## config.mk

```make
export PLATFORM = sky130hd
export DESIGN_NAME = gpio_apb_master16
export DESIGN_NICKNAME = d
export VERILOG_FILES = /design/src/rtl/gpio_apb_pkg16.sv /design/src/rtl/apb_sync_fifo16.sv /design/src/rtl/gpio_apb_master16.sv
export SDC_FILE = /design/constraint.sdc
export NUM_CORES = 1
export LEC_CHECK = 0
export ABC_AREA = 1
export BUFFER_PORTS_ARGS = -buffer_cell sky130_fd_sc_hd__buf_2
export CAP_MARGIN = 20
export CORE_UTILIZATION = 35
export DETAILED_ROUTE_END_ITERATION = 10
export GPL_ROUTABILITY_DRIVEN = 0
export SETUP_SLACK_MARGIN = 0.3
export SYNTH_ARGS = -nofsm -noshare
export SYNTH_HDL_FRONTEND = slang
export SYNTH_SLANG_ARGS = --single-unit
export TNS_END_PERCENT = 20
```

## constraint.sdc

```tcl
create_clock -name pclk16 -period 3.02 [get_ports pclk16]
set_input_delay 0.453 -clock pclk16 [delete_from_list [all_inputs] [get_ports pclk16]]
set_output_delay 0.453 -clock pclk16 [all_outputs]
set_load 0.05 [all_outputs]
```

## src/rtl/gpio_apb_pkg16.sv

```systemverilog
// Shared types and defaults for the GPIO APB initiator.
//   DefAddrW / DefDataW : default APB address / data widths
//   apb_state_e         : initiator FSM state
//   cmd_t / rsp_t       : command and response records at the default widths
package gpio_apb_pkg16;

    localparam int unsigned DefAddrW = 6;
    localparam int unsigned DefDataW = 32;

    typedef enum logic [1:0] {
        StIdle,
        StSetup,
        StAccess
    } apb_state_e;

    typedef struct packed {
        logic                write;
        logic [DefAddrW-1:0] addr;
        logic [DefDataW-1:0] wdata;
    } cmd_t;

    typedef struct packed {
        logic                write;
        logic [DefDataW-1:0] rdata;
    } rsp_t;

endpackage

```

## src/rtl/apb_sync_fifo16.sv

```systemverilog
// Synchronous FIFO with full/empty/count.
//   clk, rst_n : clock, asynchronous active-low reset
//   push/wdata : write side; a push while full is taken only with a same-cycle pop
//   pop/rdata  : read side; rdata is the head, or wdata when empty (write-through)
//   full/empty : status; count : occupancy, width log2(DEPTH)+1
// Push and pop together on an empty FIFO hand wdata straight through and leave
// the FIFO empty, so a consumer can take an entry in the cycle it arrives.
module apb_sync_fifo16 #(
    parameter int unsigned WIDTH = 8,
    parameter int unsigned DEPTH = 2
) (
    input  logic                     clk,
    input  logic                     rst_n,
    input  logic                     push,
    input  logic [WIDTH-1:0]         wdata,
    input  logic                     pop,
    output logic [WIDTH-1:0]         rdata,
    output logic                     full,
    output logic                     empty,
    output logic [$clog2(DEPTH):0]   count
);

    localparam int unsigned PtrW = $clog2(DEPTH);
    localparam int unsigned CntW = PtrW + 1;

    logic [WIDTH-1:0] mem [DEPTH];
    logic [PtrW-1:0]  wr_ptr_q;
    logic [PtrW-1:0]  rd_ptr_q;
    logic [CntW-1:0]  count_q;
    logic             pass_through;
    logic             do_push;
    logic             do_pop;

    assign empty        = (count_q == '0);
    assign full         = (count_q == CntW'(DEPTH));
    assign count        = count_q;
    assign pass_through = empty && push && pop;
    assign do_push      = push && !pass_through && (!full || pop);
    assign do_pop       = pop && !empty;
    assign rdata        = empty ? wdata : mem[rd_ptr_q];

    always_ff @(posedge clk) begin
        if (do_push) begin
            mem[wr_ptr_q] <= wdata;
        end
    end

    always_ff @(posedge clk or negedge rst_n) begin
        if (!rst_n) begin
            wr_ptr_q <= '0;
            rd_ptr_q <= '0;
            count_q  <= '0;
        end else begin
            if (do_push) begin
                wr_ptr_q <= wr_ptr_q + PtrW'(1);
            end
            if (do_pop) begin
                rd_ptr_q <= rd_ptr_q + PtrW'(1);
            end
            if (do_push && !do_pop) begin
                count_q <= count_q + CntW'(1);
            end else if (!do_push && do_pop) begin
                count_q <= count_q - CntW'(1);
            end
        end
    end

endmodule

```

## src/rtl/gpio_apb_master16.sv

```systemverilog
// APB (no pready/pslverr) initiator for the GPIO peripheral.
//   pclk16, n_p_reset16           : clock, asynchronous active-low reset
//   req_valid/ready/write/addr/wdata : command stream in
//   rsp_valid/ready/write/rdata   : response stream out (rdata is 0 for writes)
//   psel16, penable16, pwrite16, paddr16, pwdata16, prdata16 : APB port group
//   idle                          : both buffers empty and FSM idle
// A transfer is only started when the response buffer is guaranteed room for
// it, so ACCESS never has to stall.
module gpio_apb_master16
    import gpio_apb_pkg16::*;
#(
    parameter int unsigned ADDR_W    = DefAddrW,
    parameter int unsigned DATA_W    = DefDataW,
    parameter int unsigned CMD_DEPTH = 2,
    parameter int unsigned RSP_DEPTH = 2
) (
    input  logic              pclk16,
    input  logic              n_p_reset16,
    input  logic              req_valid,
    output logic              req_ready,
    input  logic              req_write,
    input  logic [ADDR_W-1:0] req_addr,
    input  logic [DATA_W-1:0] req_wdata,
    output logic              rsp_valid,
    input  logic              rsp_ready,
    output logic              rsp_write,
    output logic [DATA_W-1:0] rsp_rdata,
    output logic              psel16,
    output logic              penable16,
    output logic              pwrite16,
    output logic [ADDR_W-1:0] paddr16,
    output logic [DATA_W-1:0] pwdata16,
    input  logic [DATA_W-1:0] prdata16,
    output logic              idle
);

    localparam int unsigned CmdW    = 1 + ADDR_W + DATA_W;
    localparam int unsigned RspW    = 1 + DATA_W;
    localparam int unsigned CmdCntW = $clog2(CMD_DEPTH) + 1;
    localparam int unsigned RspCntW = $clog2(RSP_DEPTH) + 1;
    // Response count below which a transfer completing this cycle still leaves credit.
    localparam logic [RspCntW-1:0] RspLast = RspCntW'(RSP_DEPTH - 1);

    apb_state_e state_q, state_d;

    logic               cmd_push, cmd_pop, cmd_full, cmd_empty;
    logic [CmdCntW-1:0] cmd_count;
    logic [CmdW-1:0]    cmd_in, cmd_head;
    logic               cmd_avail;

    logic               rsp_push, rsp_pop, rsp_full, rsp_empty;
    logic [RspCntW-1:0] rsp_count;
    logic [RspW-1:0]    rsp_in, rsp_head;
    logic [DATA_W-1:0]  rd_capture;

    logic               pwrite_q;
    logic [ADDR_W-1:0]  paddr_q;
    logic [DATA_W-1:0]  pwdata_q;
    logic               start;

    // Command buffer
    assign req_ready = !cmd_full;
    assign cmd_push  = req_valid && req_ready;
    assign cmd_in    = {req_write, req_addr, req_wdata};
    // An entry arriving this cycle counts, via the FIFO write-through.
    assign cmd_avail = !cmd_empty || cmd_push;

    apb_sync_fifo16 #(
        .WIDTH (CmdW),
        .DEPTH (CMD_DEPTH)
    ) u_cmd_fifo (
        .clk   (pclk16),
        .rst_n (n_p_reset16),
        .push  (cmd_push),
        .wdata (cmd_in),
        .pop   (cmd_pop),
        .rdata (cmd_head),
        .full  (cmd_full),
        .empty (cmd_empty),
        .count (cmd_count)
    );

    // Response buffer
    assign rd_capture = pwrite_q ? '0 : prdata16;
    assign rsp_in     = {pwrite_q, rd_capture};
    assign rsp_push   = (state_q == StAccess);
    assign rsp_pop    = rsp_valid && rsp_ready;
    assign rsp_valid  = !rsp_empty;
    assign rsp_write  = rsp_valid && rsp_head[DATA_W];
    assign rsp_rdata  = rsp_valid ? rsp_head[DATA_W-1:0] : '0;

    apb_sync_fifo16 #(
        .WIDTH (RspW),
        .DEPTH (RSP_DEPTH)
    ) u_rsp_fifo (
        .clk   (pclk16),
        .rst_n (n_p_reset16),
        .push  (rsp_push),
        .wdata (rsp_in),
        .pop   (rsp_pop),
        .rdata (rsp_head),
        .full  (rsp_full),
        .empty (rsp_empty),
        .count (rsp_count)
    );

    // Credit: RSP_DEPTH - responses held - transfer in flight must stay positive.
    always_comb begin
        start = 1'b0;
        unique case (state_q)
            StIdle:   start = cmd_avail && !rsp_full;
            StAccess: start = cmd_avail && (rsp_count < RspLast);
            default:  start = 1'b0;
        endcase
    end

    assign cmd_pop = start;

    // FSM state register
    always_ff @(posedge pclk16 or negedge n_p_reset16) begin
        if (!n_p_reset16) begin
            state_q <= StIdle;
        end else begin
            state_q <= state_d;
        end
    end

    // FSM next state
    always_comb begin
        state_d = state_q;
        unique case (state_q)
            StIdle:   state_d = start ? StSetup : StIdle;
            StSetup:  state_d = StAccess;
            StAccess: state_d = start ? StSetup : StIdle;
            default:  state_d = StIdle;
        endcase
    end

    // FSM outputs
    always_comb begin
        psel16    = 1'b0;
        penable16 = 1'b0;
        unique case (state_q)
            StSetup: psel16 = 1'b1;
            StAccess: begin
                psel16    = 1'b1;
                penable16 = 1'b1;
            end
            default: ;
        endcase
    end

    // Address/data are loaded only when a transfer starts and held otherwise.
    always_ff @(posedge pclk16 or negedge n_p_reset16) begin
        if (!n_p_reset16) begin
            pwrite_q <= 1'b0;
            paddr_q  <= '0;
            pwdata_q <= '0;
        end else if (cmd_pop) begin
            {pwrite_q, paddr_q, pwdata_q} <= cmd_head;
        end
    end

    assign pwrite16 = pwrite_q;
    assign paddr16  = paddr_q;
    assign pwdata16 = pwdata_q;
    assign idle     = (cmd_count == '0) && rsp_empty && (state_q == StIdle);

endmodule
```

==> qor.txt, run 1 <==
STATUS
-----------------------------------------------------------------------------------------
Outcome                                                                      finished with violations
Violations in the final reports                                               hold timing

STA
-----------------------------------------------------------------------------------------
Highest clock rate                                                                395 MHz
Count of final setup violators                                                          0
Post-route clock skew                                                             10.7 ps
Final Max Tran Viols                                                                    0
Number of hold-slack violations in the final timing report                             11
Setup repair after global routing missed its margin                                   yes
Final worst path period share                                                       0.838
Slew headroom                                                                       0.558
Hold WS                                                                          -12.1 ps
Slew of the pin with the lowest slew margin                                        663 ps
Sum Neg Setup Slack                                                                  0 ps
Final Critical Period                                                             2530 ps

WORST SETUP PATH
-----------------------------------------------------------------------------------------
Worst-path maximum fanout                                                              33
Library cell contributing the largest single delay on the critical path      sky130_fd_sc_hd__dfrtp_1
Kind of end point of the critical path                                        output port
Largest delay contributor family on the critical path                        buffers and inverters
Crit Path Class                                                              register to output port
Endpoint required time on the critical path                                       2570 ps
Critical path startpoint category                                                register
Register-to-register setup slack                                                   690 ps
Worst-case reg-to-reg path depth                                                       11
Worst flop-to-flop path endpoint                                             u_cmd_fifo.count[1]
Largest stage delay on the critical path                                           400 ps
Buf/Inv on CP                                                                           4
Critical path, cell by cell                                                  inv_2 -> ha_1 -> inv_1 -> buf_6 -> o21ai_1 -> nor2_1 -> buf_2
Arrival time of data at the critical path endpoint                                2080 ps
Source of the worst register-to-register timing path                           state_q[0]

LOGIC SYNTHESIS
-----------------------------------------------------------------------------------------
Post-synthesis cell area                                                     0.00811 sq mm
Fraction of synthesized cell area taken by the top area cell type                   0.533
Synth area leader                                                            sky130_fd_sc_hd__edfxtp_1
Seq cells post-synth                                                                  193
Post-synthesis area per instance                                               9.96 sq um
Synth Instances                                                                       814
Part of the Yosys area used for sequential elements                                 0.685
Number of nets produced by synthesis                                                  897
Cell types occupying the most area after synthesis                           sky130_fd_sc_hd__edfxtp_1, sky130_fd_sc_hd__nand2_1, sky130_fd_sc_hd__dfrtp_1, sky130_fd_sc_hd__nor2_1, sky130_fd_sc_hd__inv_1
Main synth FF type                                                           sky130_fd_sc_hd__edfxtp_1
Number of library cell types mapped by synthesis                                       23
Number of flops mapped to enable cells by yosys                                       144
Proportion of register bits with asynchronous set or reset after synthesis          0.254
Synth warn                                                                              0

CELLS AND AREA
-----------------------------------------------------------------------------------------
Sequential Area                                                              0.00555 sq mm
Multi-input combinational cell area                                          0.00219 sq mm
Total number of nets in the final design                                             1045
Share of final-layout standard cells stronger than drive strength 1                 0.211
Fillers                                                                              2250
Synth-to-Final Area Change                                                          21.2%

GLOBAL ROUTE
-----------------------------------------------------------------------------------------
Grt total ovfl                                                                          0
Number of global-route vias before repair                                            5674
Number of antenna violations at the first check in global routing                       2
All-Layer GR Usage                                                                  0.160
Pin count of the biggest net entering global routing                                   43
Global-route wire length before repair                                            29.5 mm

ROUTE
-----------------------------------------------------------------------------------------
Detailed-router iteration count before antenna repair                                   4
Via count                                                                            5701
Wire per inst                                                                     14.5 um
Via/cell ratio                                                                       4.52
Starting DRT DRC Count                                                                290
Total length of routed wires                                                      18.3 mm
Final routed DRC violation total                                                        0
Post-route antenna net violation count                                                  0

FLOORPLANNING
-----------------------------------------------------------------------------------------
Number of cell rows                                                                    55
Die boundary height                                                                154 um
X dimension of the die                                                             154 um
Core area                                                                    0.0227 sq mm
DIE AREA                                                                     0.0238 sq mm
Initial core utilization                                                            0.357
Number of top-level pins                                                              152

CTS
-----------------------------------------------------------------------------------------
Deepest clock path buffer count                                                         2
Reg clk slew, reported paths                                                        70 ps
H-tree depth reported by CTS                                                            4
CTS Sinks                                                                             193
TritonCTS clock tree                                                                 done
Total setup buffers inserted after CTS                                                  0
Clock network latency to the later pin of the worst-skew pair                      420 ps
Root Buffer Master                                                           sky130_fd_sc_hd__clkbuf_16
TritonCTS buffer count                                                                 17

RUN
-----------------------------------------------------------------------------------------
Maxcap violations                                                                       0

PLACED DESIGN
-----------------------------------------------------------------------------------------
DPL Wire Length                                                                   11.1 mm
Number of input and output port buffers inserted                                      151

MIN PATH
-----------------------------------------------------------------------------------------
Min-delay worst type                                                         input pin to asynchronous set/reset pin

-- cells by family after synthesis --
| group | after synthesis | synth area share |
|---|---|---|
| simple gates | 476 | 0.222 |
| compound gates | 40 | 0.0265 |
| xor+xnor | 5 | 0.00540 |
| fa+ha+maj | 8 | 0.0123 |
| flops | 193 | 0.685 |
| buf+inv | 92 | 0.0488 |
-- final cells by class --
type,count,share of cell area
sequential,193,0.565
multi-input combinational,529,0.223
timing repair buffer,168,0.0951
clock buffer,22,0.0473
tap,285,0.0363
inverter,53,0.0203
clock inverter,10,0.0127
antenna,1,0.000255
-- state kept, by name, indices dropped and copies added, names as in the netlist --
name	count
u_cmd_fifo.wr_ptr_q	1
u_rsp_fifo.wr_ptr_q	1
u_cmd_fifo.count	2
u_cmd_fifo.rd_ptr_q	1
pwdata16	32
u_cmd_fifo.mem	78
pwrite16	1
state_q	2
paddr16	6
u_rsp_fifo.mem	66
u_rsp_fifo.rd_ptr_q	1
u_rsp_fifo.count	2
-- synthesized netlist by cell type (5+ instances only) --
library cell,number
sky130_fd_sc_hd__buf_2,7
sky130_fd_sc_hd__buf_6,5
sky130_fd_sc_hd__clkbuf_1,23
sky130_fd_sc_hd__dfrtp_1,49
sky130_fd_sc_hd__edfxtp_1,144
sky130_fd_sc_hd__ha_1,8
sky130_fd_sc_hd__inv_1,51
sky130_fd_sc_hd__nand2_1,363
sky130_fd_sc_hd__nor2_1,107
sky130_fd_sc_hd__o21ai_0,33
-- stage by stage --
| step | util | std cells | cell area [sq um] | worst slack (ps) | hold WS (ps) |
|---|---|---|---|---|---|
| final | 0.433 | 1261 | 9820 | 491 | -12.1 |
| after global routing | 0.432 | 1260 | 9820 | 297 | 5.27 |
| after CTS | 0.431 | 1259 | 9790 | 327 | 202 |
| after detailed placement | 0.405 | 1227 | 9200 | 700 | 453 |
| after global placement | 0.405 | 1227 | 9200 | 735 | 452 |
| after floorplan | - | 814 | 8120 | 3.18 | 157 |
-- worst max-delay path by stage --
stage,depth (start not counted),endpoint,slack (ps),startpoint
3_3_place_gp,8,u_cmd_fifo.count[1],730,u_cmd_fifo.count[1]
6_report,7,rsp_rdata[6],490,u_rsp_fifo.count[0]
4_1_cts,7,rsp_rdata[30],330,u_rsp_fifo.count[0]
5_1_grt,7,rsp_rdata[29],300,u_rsp_fifo.count[0]
3_5_place_dp,11,u_cmd_fifo.count[1],700,state_q[0]
2_1_floorplan,4,u_rsp_fifo.mem[0][0],3,state_q[0]
-- routing by layer --
metal | global-route usage | up-vias | wire length [um] | part of all wire
li1 | - | 2872 | - | -
met1 | 0.205 | 2648 | 8440 | 0.46
met2 | 0.267 | 163 | 8600 | 0.47
met3 | 0.0446 | 16 | 1100 | 0.060
met4 | 0.0433 | 2 | 183 | 0.010
met5 | 0 | - | 12 | 0.00065
-- cells in the final DEF (no fill, tap or decap), drive strengths merged --
master,n
a21oi,3
buf,164
bufinv,2
clkbuf,26
clkinv,5
dfrtp,49
diode,1
edfxtp,144
ha,8
inv,56
nand2,363
nand3,3
nand4,1
nor2,108
nor3,1
o21ai,37
xnor2,3
xor2,2
-- what timing repair did --
item / 4_1_cts / 5_1_grt
endpoints found under the setup margin: 0 / 23
endpoints found under the hold margin: 0 / 0
resized for setup: 0 / 5
hold buffers: 0 / 0
Power of run 1 is not shown: default switching activity piles up to over one toggle a cycle in this logic, so the estimate is an artifact.
==> run 2: changes to the inputs <==
Clock period 3.02 ns to 2.28 ns, I/O delays scaled along.
==> qor.txt, run 2 (synthesis gave the netlist of run 1 again) <==
GLOBAL ROUTE
----------------------------------------------------------------------------------
Global-route wire length before repair                                     30.1 mm   +2.0%
Number of global-route vias before repair                                     5772   +1.7%
Pin count of the biggest net entering global routing                            41   -4.7%
Number of antenna violations at the first check in global routing                3   +1
All-Layer GR Usage                                                           0.165   +0.00473
Grt total ovfl                                                                   0   unchanged

STA
----------------------------------------------------------------------------------
Highest clock rate                                                         467 MHz
Slew of the pin with the lowest slew margin                                 770 ps   +107 ps
Count of final setup violators                                                   0   unchanged
Final worst path period share                                                0.939
Final Max Tran Viols                                                             0   unchanged
Setup repair after global routing missed its margin                            yes
Sum Neg Setup Slack                                                           0 ps   unchanged
Post-route clock skew                                                      11.5 ps   +0.772 ps
Number of hold-slack violations in the final timing report                      10   -1
Final Critical Period                                                      2140 ps
Slew headroom                                                                0.487   -0.0712
Hold WS                                                                   -18.3 ps   -6.14 ps

CELLS AND AREA
----------------------------------------------------------------------------------
Fin area                                                              0.0104 sq mm   +6.0%
Fillers                                                                       2119   -5.8%
Most common library cell in the layout ignoring fill and taps         sky130_fd_sc_hd__nand2_1
Share of final-layout standard cells stronger than drive strength 1          0.252   +0.0410
Sequential Area                                                       0.00555 sq mm   unchanged
Number of flip-flops in the largest register                                    78   unchanged
Register containing the most flip-flops in the final layout           u_cmd_fifo.mem
Synth-to-Final Area Change                                                   28.5%
Multi-input combinational cell area                                   0.00229 sq mm   +4.5%
Highest-count cells in the layout ignoring fill and taps              sky130_fd_sc_hd__nand2_1, sky130_fd_sc_hd__edfxtp_1, sky130_fd_sc_hd__buf_2
Total number of nets in the final design                                      1061   +1.5%

CTS
----------------------------------------------------------------------------------
Reg clk slew, reported paths                                                 70 ps   about the same
TritonCTS clock tree                                                          done
TritonCTS buffer count                                                          17   unchanged
CTS Sinks                                                                      193   unchanged
H-tree depth reported by CTS                                                     4   unchanged
Clock network latency to the later pin of the worst-skew pair               430 ps   about the same
Deepest clock path buffer count                                                  2   unchanged
Root Buffer Master                                                    sky130_fd_sc_hd__clkbuf_16

STATUS
----------------------------------------------------------------------------------
Outcome                                                               finished with violations
Violations in the final reports                                        hold timing

FLOORPLANNING
----------------------------------------------------------------------------------
X dimension of the die                                                      154 um   unchanged
Number of cell rows                                                             55   unchanged
Core area                                                             0.0227 sq mm   unchanged
Die boundary height                                                         154 um   unchanged
Initial core utilization                                                     0.357   unchanged
DIE AREA                                                              0.0238 sq mm   unchanged
Number of top-level pins                                                       152   unchanged

ROUTE
----------------------------------------------------------------------------------
Via count                                                                     5822   +2.1%
Via/cell ratio                                                                4.56   +0.76%
Detailed-router iteration count before antenna repair                            4   unchanged
Final routed DRC violation total                                                 0   unchanged
Wire per inst                                                              15.1 um   +3.7%
Post-route antenna net violation count                                           0   unchanged
Total length of routed wires                                               19.3 mm   +5.1%
Starting DRT DRC Count                                                         273   -5.9%

WORST SETUP PATH
----------------------------------------------------------------------------------
Arrival time of data at the critical path endpoint                         1800 ps   -280 ps
Worst-path maximum fanout                                                        8   -76%
Endpoint required time on the critical path                                1940 ps   -630 ps
Crit Path Class                                                       register to output port
Worst flop-to-flop path endpoint                                      u_cmd_fifo.count[1]
Critical path startpoint category                                         register
Register-to-register setup slack                                            290 ps   -400 ps
Kind of end point of the critical path                                 output port
Source of the worst register-to-register timing path                    state_q[1]
Worst-case reg-to-reg path depth                                                11   unchanged

PLACED DESIGN
----------------------------------------------------------------------------------
Number of input and output port buffers inserted                               151   unchanged
Placed cell areas                                                     0.00937 sq mm   +1.9%
DPL Wire Length                                                            11.6 mm   +4.6%

MIN PATH
----------------------------------------------------------------------------------
Min-delay worst type                                                  input pin to asynchronous set/reset pin

RUN
----------------------------------------------------------------------------------
Maxcap violations                                                                0   unchanged

run 2: cell type report:
| cell class | count | area share |
|---|---|---|
| tap | 285 | 0.0342 |
| multi-input combinational | 529 | 0.220 |
| antenna | 2 | 0.000481 |
| inverter | 53 | 0.0202 |
| timing repair buffer | 184 | 0.136 |
| clock inverter | 10 | 0.00937 |
| sequential | 193 | 0.533 |
| clock buffer | 22 | 0.0467 |
run 2: critical path, stage by stage (launching register included):
cell and delay [ps]:
sky130_fd_sc_hd__dfrtp_1 390, sky130_fd_sc_hd__inv_2 70, sky130_fd_sc_hd__ha_4 180, sky130_fd_sc_hd__inv_8 80, sky130_fd_sc_hd__buf_12 120, sky130_fd_sc_hd__clkbuf_16 150
sky130_fd_sc_hd__o21ai_0 70, sky130_fd_sc_hd__nor2_1 140, sky130_fd_sc_hd__buf_6 170
run 2: timing repair:
| action | 4_1_cts | 5_1_grt |
|---|---|---|
| buffers inserted | 6 | 2 |
| gates resized for setup | 38 | 58 |
| pin swaps | 4 | 13 |
| hold buffers | 0 | 0 |
| endpoints found under the setup margin | 36 | 70 |
| cloned | 2 | 3 |
run 2: worst max-delay path by stage:
stage                   startpoint                  end  slack [ps]  depth (start not counted)
3_3_place_gp            state_q[1]  u_cmd_fifo.count[1]         310                         11
2_1_floorplan  u_rsp_fifo.count[0]        rsp_rdata[11]         200                          6
5_1_grt        u_rsp_fifo.count[0]         rsp_rdata[5]          70                          8
3_5_place_dp            state_q[1]  u_cmd_fifo.count[1]         300                         11
4_1_cts        u_rsp_fifo.count[0]         rsp_rdata[1]          70                          8
6_report       u_rsp_fifo.count[0]        rsp_rdata[12]         140                          8
run 2: metal layers:
metal	wire, um	global-route usage
met3	1280	0.0423
met1	8380	0.198
met4	223	0.0486
met2	9360	0.291
met5	13	0
run 2: stage by stage:
step | instances | util | setup slack (ps)
3_5_place_dp | 1231 | 0.413 | 298
6_report | 1278 | 0.459 | 139
2_1_floorplan | 814 | - | 202
3_3_place_gp | 1231 | 0.413 | 311
4_1_cts | 1271 | 0.449 | 73.0
5_1_grt | 1277 | 0.458 | 72.4
Power of run 2 is left out for the same reason.
